<file path="src/rtl/pair_bus_sequencer.sv">
// rtl/pair_bus_sequencer.sv - FIFO-buffered 2-bit pair-bus symbol player with per-symbol hold
module pair_bus_sequencer #(
    parameter int DEPTH  = 8,
    parameter int HOLD_W = 8
) (
    input  logic              clk,
    input  logic              rst_n,
    input  logic              wr_valid,
    input  logic [1:0]        wr_sym,
    output logic              wr_ready,
    input  logic              start,
    input  logic [HOLD_W-1:0] hold,
    output logic              busy,
    output logic              done,
    output logic [1:0]        a,
    output logic              a1,
    output logic              a0,
    output logic              changed
);

    localparam int PW = $clog2(DEPTH);
    localparam int CW = $clog2(DEPTH + 1);

    typedef enum logic {
        IDLE = 1'b0,
        PLAY = 1'b1
    } state_t;

    state_t            state;
    state_t            state_nxt;

    logic [1:0]        mem [DEPTH];
    logic [PW-1:0]     rd_ptr;
    logic [PW-1:0]     wr_ptr;
    logic [CW-1:0]     count;
    logic              fifo_empty;
    logic [1:0]        head;

    logic [HOLD_W-1:0] hold_r;
    logic [HOLD_W-1:0] hold_r_nxt;
    logic [HOLD_W-1:0] hold_cnt;
    logic [HOLD_W-1:0] hold_cnt_nxt;

    logic              push;
    logic              pop;
    logic              done_nxt;
    logic [1:0]        a_r;
    logic              changed_r;
    logic              done_r;

    assign fifo_empty = (count == '0);
    assign wr_ready   = (count != CW'(DEPTH));
    assign push       = wr_valid && wr_ready;
    assign head       = mem[rd_ptr];

    assign busy    = (state == PLAY);
    assign done    = done_r;
    assign a       = a_r;
    assign a1      = a_r[1];
    assign a0      = a_r[0];
    assign changed = changed_r;

    // Next-state logic: decides when to pop a symbol, reload the hold counter or finish.
    always_comb begin
        state_nxt    = state;
        pop          = 1'b0;
        done_nxt     = 1'b0;
        hold_r_nxt   = hold_r;
        hold_cnt_nxt = hold_cnt;
        case (state)
            IDLE: begin
                if (start && !fifo_empty) begin
                    pop          = 1'b1;
                    hold_r_nxt   = hold;
                    hold_cnt_nxt = hold;
                    state_nxt    = PLAY;
                end
            end
            PLAY: begin
                if (hold_cnt != '0) begin
                    hold_cnt_nxt = hold_cnt - HOLD_W'(1);
                end else if (!fifo_empty) begin
                    // Only symbols already queued before this edge are eligible.
                    pop          = 1'b1;
                    hold_cnt_nxt = hold_r;
                end else begin
                    state_nxt = IDLE;
                    done_nxt  = 1'b1;
                end
            end
            default: state_nxt = IDLE;
        endcase
    end

    // State register together with the latched hold value and the running hold counter.
    always_ff @(posedge clk) begin
        if (!rst_n) begin
            state    <= IDLE;
            hold_r   <= '0;
            hold_cnt <= '0;
        end else begin
            state    <= state_nxt;
            hold_r   <= hold_r_nxt;
            hold_cnt <= hold_cnt_nxt;
        end
    end

    // FIFO bookkeeping; pointers wrap naturally because DEPTH is a power of two.
    always_ff @(posedge clk) begin
        if (!rst_n) begin
            rd_ptr <= '0;
            wr_ptr <= '0;
            count  <= '0;
        end else begin
            if (push) wr_ptr <= wr_ptr + PW'(1);
            if (pop)  rd_ptr <= rd_ptr + PW'(1);
            case ({push, pop})
                2'b10:   count <= count + CW'(1);
                2'b01:   count <= count - CW'(1);
                default: count <= count;
            endcase
        end
    end

    // FIFO storage; contents are meaningless once the pointers are reset.
    always_ff @(posedge clk) begin
        if (push) mem[wr_ptr] <= wr_sym;
    end

    // Output registers: bus symbol, change pulse and end-of-playout pulse.
    always_ff @(posedge clk) begin
        if (!rst_n) begin
            a_r       <= 2'b00;
            changed_r <= 1'b0;
            done_r    <= 1'b0;
        end else begin
            done_r    <= done_nxt;
            changed_r <= pop && (head != a_r);
            if (pop) a_r <= head;
        end
    end

endmodule
</file>
<file path="config.mk">
export PLATFORM = sky130hd
export DESIGN_NAME = pair_bus_sequencer
export DESIGN_NICKNAME = d
export VERILOG_FILES = /design/src/rtl/pair_bus_sequencer.sv
export SDC_FILE = /design/constraint.sdc
export NUM_CORES = 1
export LEC_CHECK = 0
export ABC_CLOCK_PERIOD_IN_PS = 7500
export CORE_MARGIN = 8
export CORE_UTILIZATION = 61
export CTS_CLUSTER_DIAMETER = 30
export DETAILED_ROUTE_END_ITERATION = 6
export GPL_TIMING_DRIVEN = 0
export PLACE_DENSITY = 0.84
export SYNTH_ARGS = -nofsm -noshare
export SYNTH_HDL_FRONTEND = slang
export SYNTH_SLANG_ARGS = --single-unit
</file>
<file path="constraint.sdc">
create_clock -name clk -period 7.5 [get_ports clk]
set_input_delay 1.125 -clock clk [delete_from_list [all_inputs] [get_ports clk]]
set_output_delay 1.125 -clock clk [all_outputs]
set_load 0.01 [all_outputs]
</file>
Word-level counts from Yosys, hierarchy flattened
Memory sizes are Yosys's and may differ from the RTL's. A register that Yosys moved wholly into a read port is not among the register bits.
Cells that the tools add are included.

cells by class
  $add $sub $neg = 5
  equal/unequal tests = 6
  muxes and demuxes = 16
  bitwise operators = 2
  reductions and logical operators = 10

operator list
  operator                                              number
  two-way mux 8 bit                                     3
  case mux 8 bit (2 select lines)                       1
  case mux 4 bit (2 select lines)                       1
  nonzero test 8 bit                                    1
  subtractor 8 x 1 -> 8 bit (second input constant)     1
  two-way mux 1 bit                                     7
  adder 3 x 1 -> 3 bit (second input constant)          2
  two-way mux 3 bit                                     2
  adder 4 x 1 -> 4 bit (second input constant)          1
  zero test 4 bit                                       1
  != test 4 bit (second input constant)                 1
  case mux 1 bit (2 select lines)                       2
  AND reduction 2 bit                                   2
  subtractor 4 x 1 -> 4 bit (second input constant)     1
  logical AND 1 bit                                     3
  != test 3 x 2 -> 1 bit (second input constant)        1
  OR reduction 3 bit                                    1
  equality test 2 x 1 -> 1 bit (second input constant)  1
  equality test 2 bit (second input constant)           1
  != test 2 bit                                         1
  != test 2 bit (second input constant)                 1
  inverter 1 bit                                        2
  nonzero test 2 bit                                    1
  zero test 1 bit                                       1

word-level totals
  register bits after elaboration = 31
  bits in writable memories = 16
  output and inout port bits = 8
  word-level logic and storage cells = 49
  memories kept = 1

memories
  memory  words  width  rd ports  clocked after memory_dff  write ports  line  text
  mem     8      2      1         1                         1            32    logic [1:0] mem [DEPTH];

Logic depth before layout (Yosys ltp)
Gate-level depths: netlist of the first run.

  word-level depth = 7
  gate-level depth with buffers = 13

Worst setup path after synthesis of the first run
No wires, ideal clock.

  path kind = input to register
  start = input wr_valid
  end = register count[2]
  library setup time = 0.123 ns
  arrival time = 3.015 ns
  data required time = 7.377 ns
  slack = 4.362 ns
  cell stages on the path = 9
  buffers on the path = 0
  path through = a21boi_1 clkinv_1 ha_1 xor2_1 ha_1 a311o_1 nand4_1 o211ai_1 mux2i_1

between the ends
  cells in the longest elaborated chain, start to end = 3
  elaborated cells between the ends (all ways) = 5
  classes of those cells = eq/ne (2); mux (1); reduce/logical (2)

RTL lines
  what                                                                          line  text
  start: declaration                                                            8     input logic wr_valid,
  logical AND 1 bit *                                                           53    assign push = wr_valid && wr_ready;
  equality test 2 x 1 -> 1 bit / equality test 2 bit (equally long branches)    117   case ({push, pop})
  case mux 4 bit (2 select lines) / nonzero test 2 bit (equally long branches)  -
  end signal: assignment                                                        118   2'b10: count <= count + CW'(1);
  end signal: assignment                                                        119   2'b01: count <= count - CW'(1);
  end signal: assignment                                                        120   default: count <= count;
  end: declaration                                                              35    logic [CW-1:0] count;

Mark *: on every way between the ends. The rest lies on a longest branch, timed or not.
A chain may end at the register's enable or synchronous reset.

Worst setup path after layout of the first run
Same ends and word-level chain as after synthesis.

==> results of run 1 <==
-- worst max-delay path: stages --
cell	delay, ps
clkdlybuf4s50_1	470
a21boi_1	450
clkinv_1	340
ha_1	370
xor2_1	170
ha_1	220
a311o_1	320
nand4_1	90
o211ai_1	110
mux2i_1	140
-- routing by layer --
layer / vias up / share of wire
li1: 910 / -
met1: 887 / 0.45
met2: 57 / 0.47
met3: 10 / 0.059
met4: 0 / 0.017
met5: - / 0
-- sequential cells by signal, summed over array words and instances, names as in the netlist, named ones only --
signal    count
a             2
busy          1
changed       1
count         4
done          1
hold_cnt      8
hold_r        8
mem          16
rd_ptr        3
wr_ptr        3
-- cell families after synthesis --
logic type                 Yosys count  synth area share
DFF                                 50            0.4725
adders and majority gates            5           0.02546
and+or+nand+nor                     92            0.2062
xor gates and xnor gates            10           0.03564
AOI/OAI and AO/OA                   42            0.1263
buffers and inverters               17           0.03564
muxes                               19           0.09827
-- how the worst max path moves through the flow --
stage              from  slack [ps]       end  cells after the start
2_1_floorplan  wr_valid        4360  count[2]                      9
3_3_place_gp   wr_valid        3560  count[2]                     10
3_5_place_dp   wr_valid        3570  count[2]                     10
4_1_cts        wr_valid        3900  count[2]                     10
5_1_grt        wr_valid        3730  count[2]                     10
6_report       wr_valid        3890  count[2]                     10
-- per-stage QoR --
step                      cell area, um^2  cells  hold slack, ps
after floorplan                      2457    235           476.6
after detailed placement             2730    306           513.6
final                                2868    314           527.0
after CTS                            2868    314           528.7
after global placement               2730    306           500.4
after global routing                 2868    314           560.0
-- cell usage in the layout (no fill, tap or decap), types with 2 or more instances in the layout --
cell type / n
dfxtp_1: 34
buf_4: 2
a21boi_0: 3
clkbuf_8: 5
nand4_1: 2
nand2_1: 19
xnor2_1: 3
and2_1: 5
nor2_2: 2
bufinv_16: 2
ha_1: 5
nor2_1: 15
xor2_1: 7
o221ai_1: 3
nand3_1: 6
mux4_2: 4
nor4_1: 2
o211a_1: 3
a31oi_1: 6
a21oi_1: 5
inv_1: 6
nor3b_1: 2
nand2b_1: 9
or3_1: 2
clkbuf_1: 5
o211ai_1: 6
clkdlybuf4s50_1: 21
edfxtp_1: 16
nor2b_1: 14
buf_6: 2
mux2i_1: 14
nor3_1: 8
o21ai_0: 7
-- power by group through the flow --
stage	Clock, mW	Sequential [mW]	Combinational, mW
after floorplan	0	0.405	0.397
after global routing	0.237	0.427	0.577
final	0.224	0.416	0.530
after CTS	0.225	0.415	0.525
after detailed placement	0	0.419	0.516
after global placement	0	0.415	0.498
-- final cells by class --
cell class	count	area, um^2	share of cell area
plain buffers	10	61.31	0.02138
inverters	7	26.28	0.009162
clock inverters	3	68.82	0.02400
clock buffers	5	68.82	0.02400
repair buffers	21	210.2	0.07330
flip-flops and latches	50	1161	0.4049
multi-input cells	168	1209	0.4215
well taps	50	62.56	0.02182
==> impl_summary.log, run 1 <==
INFO  metric number_of_buffers_created_by_cts = 5
INFO  metric bufs_on_longest_clock_path = 2
INFO  metric first_global_vias = 1830
INFO  metric hold_path_startpoint = hold_cnt[4]
INFO  metric synthTopCellsByCount = 34 x dfxtp_1, 19 x nand2_1, 16 x edfxtp_1
INFO  metric antennaDiodeCount = 0
INFO  metric globalRouteMet2Util = 0.2812
INFO  metric fp.dieW = 79.47 um
INFO  metric synth.area.top_cells = dfxtp_1 28%, edfxtp_1 20%, mux2i_1 5.7%, mux4_2 3.7%, nor2b_1 3.6%
INFO  metric clk_pin_slew_worst_paths = 100 ps
INFO  metric routed_via_density = 5.936
INFO  metric worst-r2r-cell-count = 13
INFO  metric drv.max_cap_violation_count = 0
INFO  metric drc = 0
INFO  metric p_leak = 1.074 nW
INFO  metric syn-mean-instance-area = 10.46 um^2
INFO  metric number_of_antenna_violations_at_the_first_check_in_global_routing = 0
INFO  metric synthToLayoutAreaGrowth = 16.70%
INFO  metric post-cts-setup-buffers = 0
INFO  metric post_synth_instance_area = 0.002457 mm^2
INFO  metric gr-total-overflow = 0
INFO  metric final_core_utilization = 0.7274
INFO  metric ir_worst_vdd = 0.2424 mV
INFO  metric post_synthesis_sequential_element_count = 50
INFO  metric sequentialPowerShare = 0.356
INFO  metric initial_utilization = 0.6233
INFO  metric setup-violations-final = 0
INFO  metric synth.largest_area_cell = dfxtp_1
INFO  metric mappedNetlistNets = 254
INFO  metric clock_tree_root_driver_cell = clkbuf_8
INFO  metric crit_path_time_final = 3613 ps
INFO  metric regToRegEndpoint = count[2]
INFO  metric timing_worst_slew_pin_value = 666.0 ps
INFO  metric synth_cell_types = 48
INFO  metric worstSkewPairLatency = 300 ps
INFO  metric switchingPower = 0.4515 mW
INFO  metric post_cts_resized = 0
INFO  metric fin_ws = 3887 ps
INFO  metric clock_tree.htree_level_count = 2
INFO  metric whs_endpoint = hold_cnt[4]
INFO  metric worstPathArrival = 3810 ps
INFO  metric report.power.total = 1.170 mW
INFO  metric drt_wl_total = 5.263 mm
INFO  metric hold_violations = 0
INFO  metric floorplan.core_area = 0.003943 mm^2
INFO  metric number_of_enable_flip_flop_cells_after_synthesis = 16
INFO  metric crit_path_end_kind = register
INFO  metric ys.warnings.count = 0
INFO  metric timing.final.max_slew_violations = 0
INFO  metric netlist_instances = 235
INFO  metric powerDensity = 407.8 mW/mm^2
INFO  metric clock_sinks = 50
INFO  metric routed_wire_length_per_instance = 16.76 um
INFO  metric cts_tree = done
INFO  metric async_flop_share = 0
INFO  metric place_worst_setup_slack = 3570 ps
INFO  metric slew_headroom = 0.5519
INFO  metric placement.io_buffers = 21
INFO  metric layer_carrying_the_most_global_route_usage = met2
INFO  metric clock-skew-final = 8.298 ps
INFO  metric floorplan.io_pins = 22
INFO  metric met3_usage_grt = 0.04505
INFO  metric rrSetupSlack = 4210 ps
INFO  metric cts-hold-fix-buffers = 0
INFO  metric critical_path.reg2reg.startpoint = hold_cnt[0]
INFO  metric start_kind = input port
INFO  metric min-delay-path-class = reg -> reg
INFO  metric detailed_placement_hpwl = 3.713 mm
INFO  metric drt_pre_antenna_iters = 4
INFO  metric fraction_of_layout_cells_with_a_size_suffix_above_1 = 0.09848
INFO  metric cp.required = 7690 ps
INFO  metric fp.dieH = 79.47 um
INFO  metric achievable-frequency = 276.8 MHz
INFO  metric synth_flop_cell = dfxtp_1
INFO  metric p_clk_frac = 0.191
INFO  metric row_count = 23
INFO  metric rsz0062_at_grt = false
INFO  metric met1_track_demand_over_resource_in_global_routing = 0.2125
INFO  metric fillCellCount = 270
INFO  metric drt.antenna.violating_nets = 0
INFO  metric globalplace.congestion = 0.8652
INFO  metric fraction_of_power_spent_switching_nets = 0.3861
INFO  metric synth-seq-area-share = 0.4725
INFO  metric yosys.area.top_type_share = 0.2770
INFO  metric sum_neg_setup_slack = 0 ps
INFO  metric grt_pass1_wl = 8.535 mm
INFO  metric cell_internal_pwr = 0.7180 mW
INFO  metric path_max_fanout = 8
INFO  metric grt_max_degree = 17
INFO  metric layout.nets = 282
INFO  metric whs_path_cells = 2
INFO  metric most_frequently_used_cell_type_in_the_post_synthesis_netlist = dfxtp_1
INFO  metric dieArea = 0.006315 mm^2
INFO  metric comb_power_share = 0.453
INFO  metric grtUsageTotal = 0.1728
INFO  metric status = finished, final reports clean
INFO  metric count_of_routing_violations_after_the_opening_detailed_route_iteration = 210
INFO  metric routed-via-count = 1864
INFO  metric critical_path_class = in -> reg
INFO  metric min_period_over_period = 0.4817
(Power assumes the default switching activity.)
==> run 2, diff against run 1 <==
Settings changed: ABC_CLOCK_PERIOD_IN_PS 7500 to 3400, CORE_UTILIZATION 61 to 57, PLACE_DENSITY 0.84 to 0.79.
Clock period 7.5 ns to 3.4 ns, I/O delays scaled along.
==> impl_summary.log, run 2 (same netlist as run 1, synthesis figures left out) <==
INFO  metric status = finished, final reports clean
INFO  metric critical_path.top_delay_family = simple AND/OR/NAND/NOR gates
INFO  metric timing_worst_slew_pin_value = 616.4 ps
INFO  metric clock_tree.htree_level_count = 2
INFO  metric fin_hold_ws = 522.9 ps
INFO  metric fillCellCount = 340
INFO  metric place_worst_setup_slack = -180.4 ps
INFO  metric bufs_on_longest_clock_path = 2
INFO  metric layout.nets = 282
INFO  metric min_period_over_period = 0.9265
INFO  metric initial_utilization = 0.5763
INFO  metric switchingPower = 0.9766 mW
INFO  metric start_kind = register
INFO  metric routed-via-count = 1792
INFO  metric powerDensity = 853.0 mW/mm^2
INFO  metric p_clk_frac = 0.149
INFO  metric slew_headroom = 0.5859
INFO  metric grtUsageTotal = 0.1514
INFO  metric largest-register = mem
INFO  metric routed_via_density = 5.671
INFO  metric sequentialPowerShare = 0.375
INFO  metric clock_tree_root_driver_cell = clkbuf_8
INFO  metric cp.required = 3590 ps
INFO  metric timing.final.max_slew_violations = 0
INFO  metric worst-r2r-cell-count = 13
INFO  metric clock_sinks = 50
INFO  metric drt_wl_total = 4.728 mm
INFO  metric biggestRegsByFlops = mem: 16 flops, hold_cnt: 8 flops, hold_r: 8 flops
INFO  metric placement.cell_area = 0.002733 mm^2
INFO  metric fraction_of_layout_cells_with_a_size_suffix_above_1 = 0.1023
INFO  metric number_of_antenna_violations_at_the_first_check_in_global_routing = 0
INFO  metric path_max_fanout = 10
INFO  metric largest_reg_flops = 16
INFO  metric cpPeakStageDelay = 360 ps
INFO  metric count_of_routing_violations_after_the_opening_detailed_route_iteration = 77
INFO  metric synthToLayoutAreaGrowth = 15.43%
INFO  metric drc = 0
INFO  metric ir_worst_vdd = 0.4182 mV
INFO  metric floorplan.core_area = 0.004264 mm^2
INFO  metric antennaDiodeCount = 0
INFO  metric post-cts-setup-buffers = 0
INFO  metric globalplace.congestion = 0.7768
INFO  metric drv.max_cap_violation_count = 0
INFO  metric fp.dieH = 81.66 um
INFO  metric whs_path_cells = 2
INFO  metric fraction_of_power_spent_switching_nets = 0.4036
INFO  metric clk_pin_slew_worst_paths = 90 ps
INFO  metric drt.antenna.violating_nets = 0
INFO  metric floorplan.io_pins = 22
INFO  metric rsz0062_at_grt = false
INFO  metric worstSetupPathDepth = 13
INFO  metric gr-total-overflow = 0
INFO  metric drt_pre_antenna_iters = 4
INFO  metric rrSetupSlack = 250 ps
INFO  metric grt_max_degree = 19
INFO  metric hold_violations = 0
INFO  metric first_global_vias = 1725
INFO  metric setup-violations-final = 0
INFO  metric comb_power_share = 0.476
INFO  metric worstSkewPairLatency = 300 ps
INFO  metric min-delay-path-class = reg -> reg
INFO  metric clock-skew-final = 10.97 ps
INFO  metric achievable-frequency = 317.5 MHz
INFO  metric timing.critical_path.mode_cell = ha_1
INFO  metric worst-path-buf-inv = 2
INFO  metric crit_path_cell_trace = inv_1, ha_1, clkbuf_2, nor4b_4, a31oi_1, nor2_4, ha_1, xor2_1, ha_1, a311o_1, nand4_1, o211ai_1, mux2i_1
INFO  metric fp.dieW = 81.66 um
INFO  metric row_count = 24
INFO  metric crit_path_end_kind = register
INFO  metric placement.io_buffers = 21
INFO  metric cts_tree = done
INFO  metric routed_wire_length_per_instance = 14.96 um
INFO  metric postLayoutCellArea = 0.002836 mm^2
INFO  metric cell_at_the_slowest_stage_of_the_critical_path = dfxtp_1
INFO  metric cell_internal_pwr = 1.443 mW
INFO  metric detailed_placement_hpwl = 3.463 mm
INFO  metric mostFrequentLayoutCells = 34 x dfxtp_1, 21 x clkdlybuf4s50_1, 19 x nand2_1
INFO  metric fin_ws = 250.0 ps
INFO  metric worstPathArrival = 3340 ps
INFO  metric grt_pass1_wl = 7.907 mm
INFO  metric number_of_buffers_created_by_cts = 5
INFO  metric critical_path_class = reg -> reg
INFO  metric p_leak = 1.056 nW
INFO  metric crit_path_time_final = 3150 ps
INFO  metric layout_commonest_cell = dfxtp_1
INFO  metric dieArea = 0.006668 mm^2
[run 2: cell count changes in the layout (fill, tap and decap cells not counted), sizes merged]
| cell | delta |
|---|---|
| bufinv | -2 |
| inv | +2 |
[run 2: area by class of cell]
class	count	area, um^2	share of cell area
Sequential cell	50	1161	0.4094
Inverter	7	26.28	0.009263
Clock buffer	5	68.82	0.02426
Multi-Input combinational cell	168	1217	0.4292
Buffer	10	61.31	0.02161
Tap cell	52	65.06	0.02294
Timing Repair Buffer	21	210.2	0.07411
Clock inverter	3	26.28	0.009263
[run 2: worst paths after layout]
kind / start / endpoint
max: hold_cnt[0] / count[2]
max reg2reg: hold_cnt[0] / count[2]
min: hold_r[1] / hold_r[1]
min reg2reg: hold_r[1] / hold_r[1]
[run 2: through the flow]
step                      std cells  TNS [ps]  power [mW]  utilization
after CTS                       316         0       2.411       0.6631
final                           316         0       2.420       0.6652
after global placement          308    -118.8       2.025       0.6408
after global routing            316         0       2.594       0.6652
after detailed placement        308    -180.4       2.049       0.6408
after floorplan                 235         0       1.768            -
[run 2: worst register-to-register path, delay by kind of cell (launching register included)]
family,cells,cell delay [ps]
buffers and inverters,2,270
AOI/OAI and AO/OA,3,690
muxes,1,140
adders and majority gates,3,710
DFF,1,360
and+or+nand+nor,3,740
xor gates and xnor gates,1,120
[run 2: metal layers]
metal	global-route usage	routed length, um
met1	0.2072	2314
met2	0.2347	2229
met3	0.03063	163
met4	0.04912	21
met5	0	0
[run 2: timing repair]
item | in CTS | in global routing
hold buffers | 0 | 0
gates resized for setup | 0 | 2
setup endpoints to repair | 0 | 1
[run 2: power groups by stage]
| stage | Clock (mW) | Combinational, mW | Sequential [mW] |
|---|---|---|---|
| after global placement | 0 | 1.11 | 0.914 |
| after global routing | 0.389 | 1.27 | 0.931 |
| after CTS | 0.370 | 1.14 | 0.904 |
| after detailed placement | 0 | 1.13 | 0.918 |
| after floorplan | 0 | 0.875 | 0.893 |
| final | 0.360 | 1.15 | 0.907 |
==> run 3, diff against run 2 <==
Settings changed: GPL_TIMING_DRIVEN 0 to not set.
==> impl_summary.log, run 3 (same netlist as run 1, synthesis figures left out) <==
INFO  metric status = finished, final reports clean
INFO  metric bufs_on_longest_clock_path = 2
INFO  metric grtUsageTotal = 0.1532
INFO  metric achievable-frequency = 329.9 MHz
INFO  metric fillCellCount = 329
INFO  metric fp.dieW = 81.66 um
INFO  metric worst-r2r-cell-count = 12
INFO  metric drv.max_cap_violation_count = 0
INFO  metric timing.final.max_slew_violations = 0
INFO  metric synthToLayoutAreaGrowth = 15.73%
INFO  metric crit_path_end_kind = register
INFO  metric grt_max_degree = 21
INFO  metric hold_violations = 0
INFO  metric first_global_vias = 1702
INFO  metric routed_wire_length_per_instance = 15.24 um
INFO  metric layout.area.seq = 0.001161 mm^2
INFO  metric post-place-cells = 302
INFO  metric row_count = 24
INFO  metric largest_reg_flops = 16
INFO  metric gr-total-overflow = 0
INFO  metric worstPathArrival = 3230 ps
INFO  metric min_period_over_period = 0.8916
INFO  metric sum_neg_setup_slack = 0 ps
INFO  metric drc = 0
INFO  metric dieArea = 0.006668 mm^2
INFO  metric timing_worst_slew_pin_value = 579.9 ps
INFO  metric count_of_routing_violations_after_the_opening_detailed_route_iteration = 108
INFO  metric crit_path_time_final = 3032 ps
INFO  metric fp.dieH = 81.66 um
INFO  metric worstSkewPairLatency = 300 ps
INFO  metric largest-register = mem
INFO  metric clock_tree_root_driver_cell = clkbuf_8
INFO  metric clock_sinks = 50
INFO  metric layout_commonest_cell = dfxtp_1
INFO  metric cts_tree = done
INFO  metric drt_pre_antenna_iters = 4
INFO  metric whs_path_cells = 2
INFO  metric antennaDiodeCount = 0
INFO  metric p_leak = 1.062 nW
INFO  metric post_layout_nonfiller_instances = 310
INFO  metric multi_input_area = 0.001214 mm^2
INFO  metric number_of_buffers_created_by_cts = 5
INFO  metric floorplan.io_pins = 22
INFO  metric mostFrequentLayoutCells = 34 x dfxtp_1, 21 x clkdlybuf4s50_1, 19 x nand2_1
INFO  metric ir_worst_vdd = 0.4634 mV
INFO  metric detailed_placement_hpwl = 3.273 mm
INFO  metric drt.antenna.violating_nets = 0
INFO  metric floorplan.core_area = 0.004264 mm^2
INFO  metric number_of_antenna_violations_at_the_first_check_in_global_routing = 0
INFO  metric layout.nets = 276
INFO  metric setup-violations-final = 0
INFO  metric path_max_fanout = 10
INFO  metric routed_via_density = 5.787
INFO  metric clock_tree.htree_level_count = 2
INFO  metric clock-skew-final = 4.172 ps
INFO  metric grt_pass1_wl = 8.004 mm
INFO  metric start_kind = register
INFO  metric initial_utilization = 0.5763
INFO  metric drt_wl_total = 4.723 mm
INFO  metric slew_headroom = 0.6098
INFO  metric cp.required = 3590 ps
INFO  metric min-delay-path-class = reg -> reg
INFO  metric routed-via-count = 1794
INFO  metric clk_pin_slew_worst_paths = 90 ps
INFO  metric rsz0062_at_grt = false
INFO  metric globalplace.congestion = 0.8556
INFO  metric biggestRegsByFlops = mem: 16 flops, hold_cnt: 8 flops, hold_r: 8 flops
INFO  metric placement.io_buffers = 21
INFO  metric fraction_of_layout_cells_with_a_size_suffix_above_1 = 0.09690
INFO  metric critical_path_class = reg -> reg
INFO  metric powerDensity = 890.4 mW/mm^2
==> run 3: what timing repair did <==
item / CTS / global route
setup buffers: 0 / 0
gates resized for setup: 0 / 1
setup endpoints to repair: 0 / 1
hold buffers: 0 / 0
==> run 3: per-layer routing <==
layer	wire (um)	part of all wire	vias to the layer above	track usage
li1	-	-	899	-
met1	2159	0.46	848	0.1932
met2	2266	0.48	40	0.2506
met3	255	0.054	7	0.04048
met4	42	0.0089	0	0.04912
met5	0	0	-	0
==> run 3: area by class of cell <==
class                           count  share of cell area
Inverter                            7            0.009239
Timing Repair Buffer               25             0.08447
Clock inverter                      3             0.02420
Tap cell                           52             0.02288
Sequential cell                    50              0.4083
Multi-Input combinational cell    168              0.4267
Clock buffer                        5             0.02420
==> run 3: worst max-delay path, cell delays in order, from the launching register on <==
cell and delay [ps]:
dfxtp_1 370, inv_1 70, ha_1 320, nor4b_4 350, a31oi_1 240, nor2_4 270, ha_1 330, xor2_1 100
ha_1 210, a311o_1 330, nand4_1 90, o211ai_1 110, mux2i_1 130
==> run 3: where the power goes <==
group / switching (mW) / internal, mW / leakage [nW] / total (mW)
clock: 0.201 / 0.295 / 0.0683 / 0.495
combinational: 0.598 / 0.520 / 0.570 / 1.12
sequential: 0.169 / 0.751 / 0.424 / 0.920
total: 0.967 / 1.57 / 1.06 / 2.53
==> run 3: path summary, 6_finish.rpt <==
| check | startpoint | to | slack, ps |
|---|---|---|---|
| max | hold_cnt[0] | count[2] | 370 |
| min | hold_r[1] | hold_r[1] | 520 |
| max reg2reg | hold_cnt[0] | count[2] | 370 |
| min reg2reg | hold_r[1] | hold_r[1] | 520 |
==> run 3: through the flow <==
stage / hold slack [ps] / worst slack (ps) / cell area (um^2) / total power, mW / util
floorplan: 476.6 / 643.9 / 2457 / 1.768 / -
global placement: 500.7 / 373.2 / 2701 / 1.990 / 0.6335
detailed placement: 506.2 / 334.3 / 2701 / 2.015 / 0.6335
CTS: 528.1 / 284.1 / 2839 / 2.526 / 0.6658
global route: 557.4 / 63.16 / 2844 / 2.723 / 0.6670
finish: 523.6 / 368.4 / 2844 / 2.532 / 0.6670
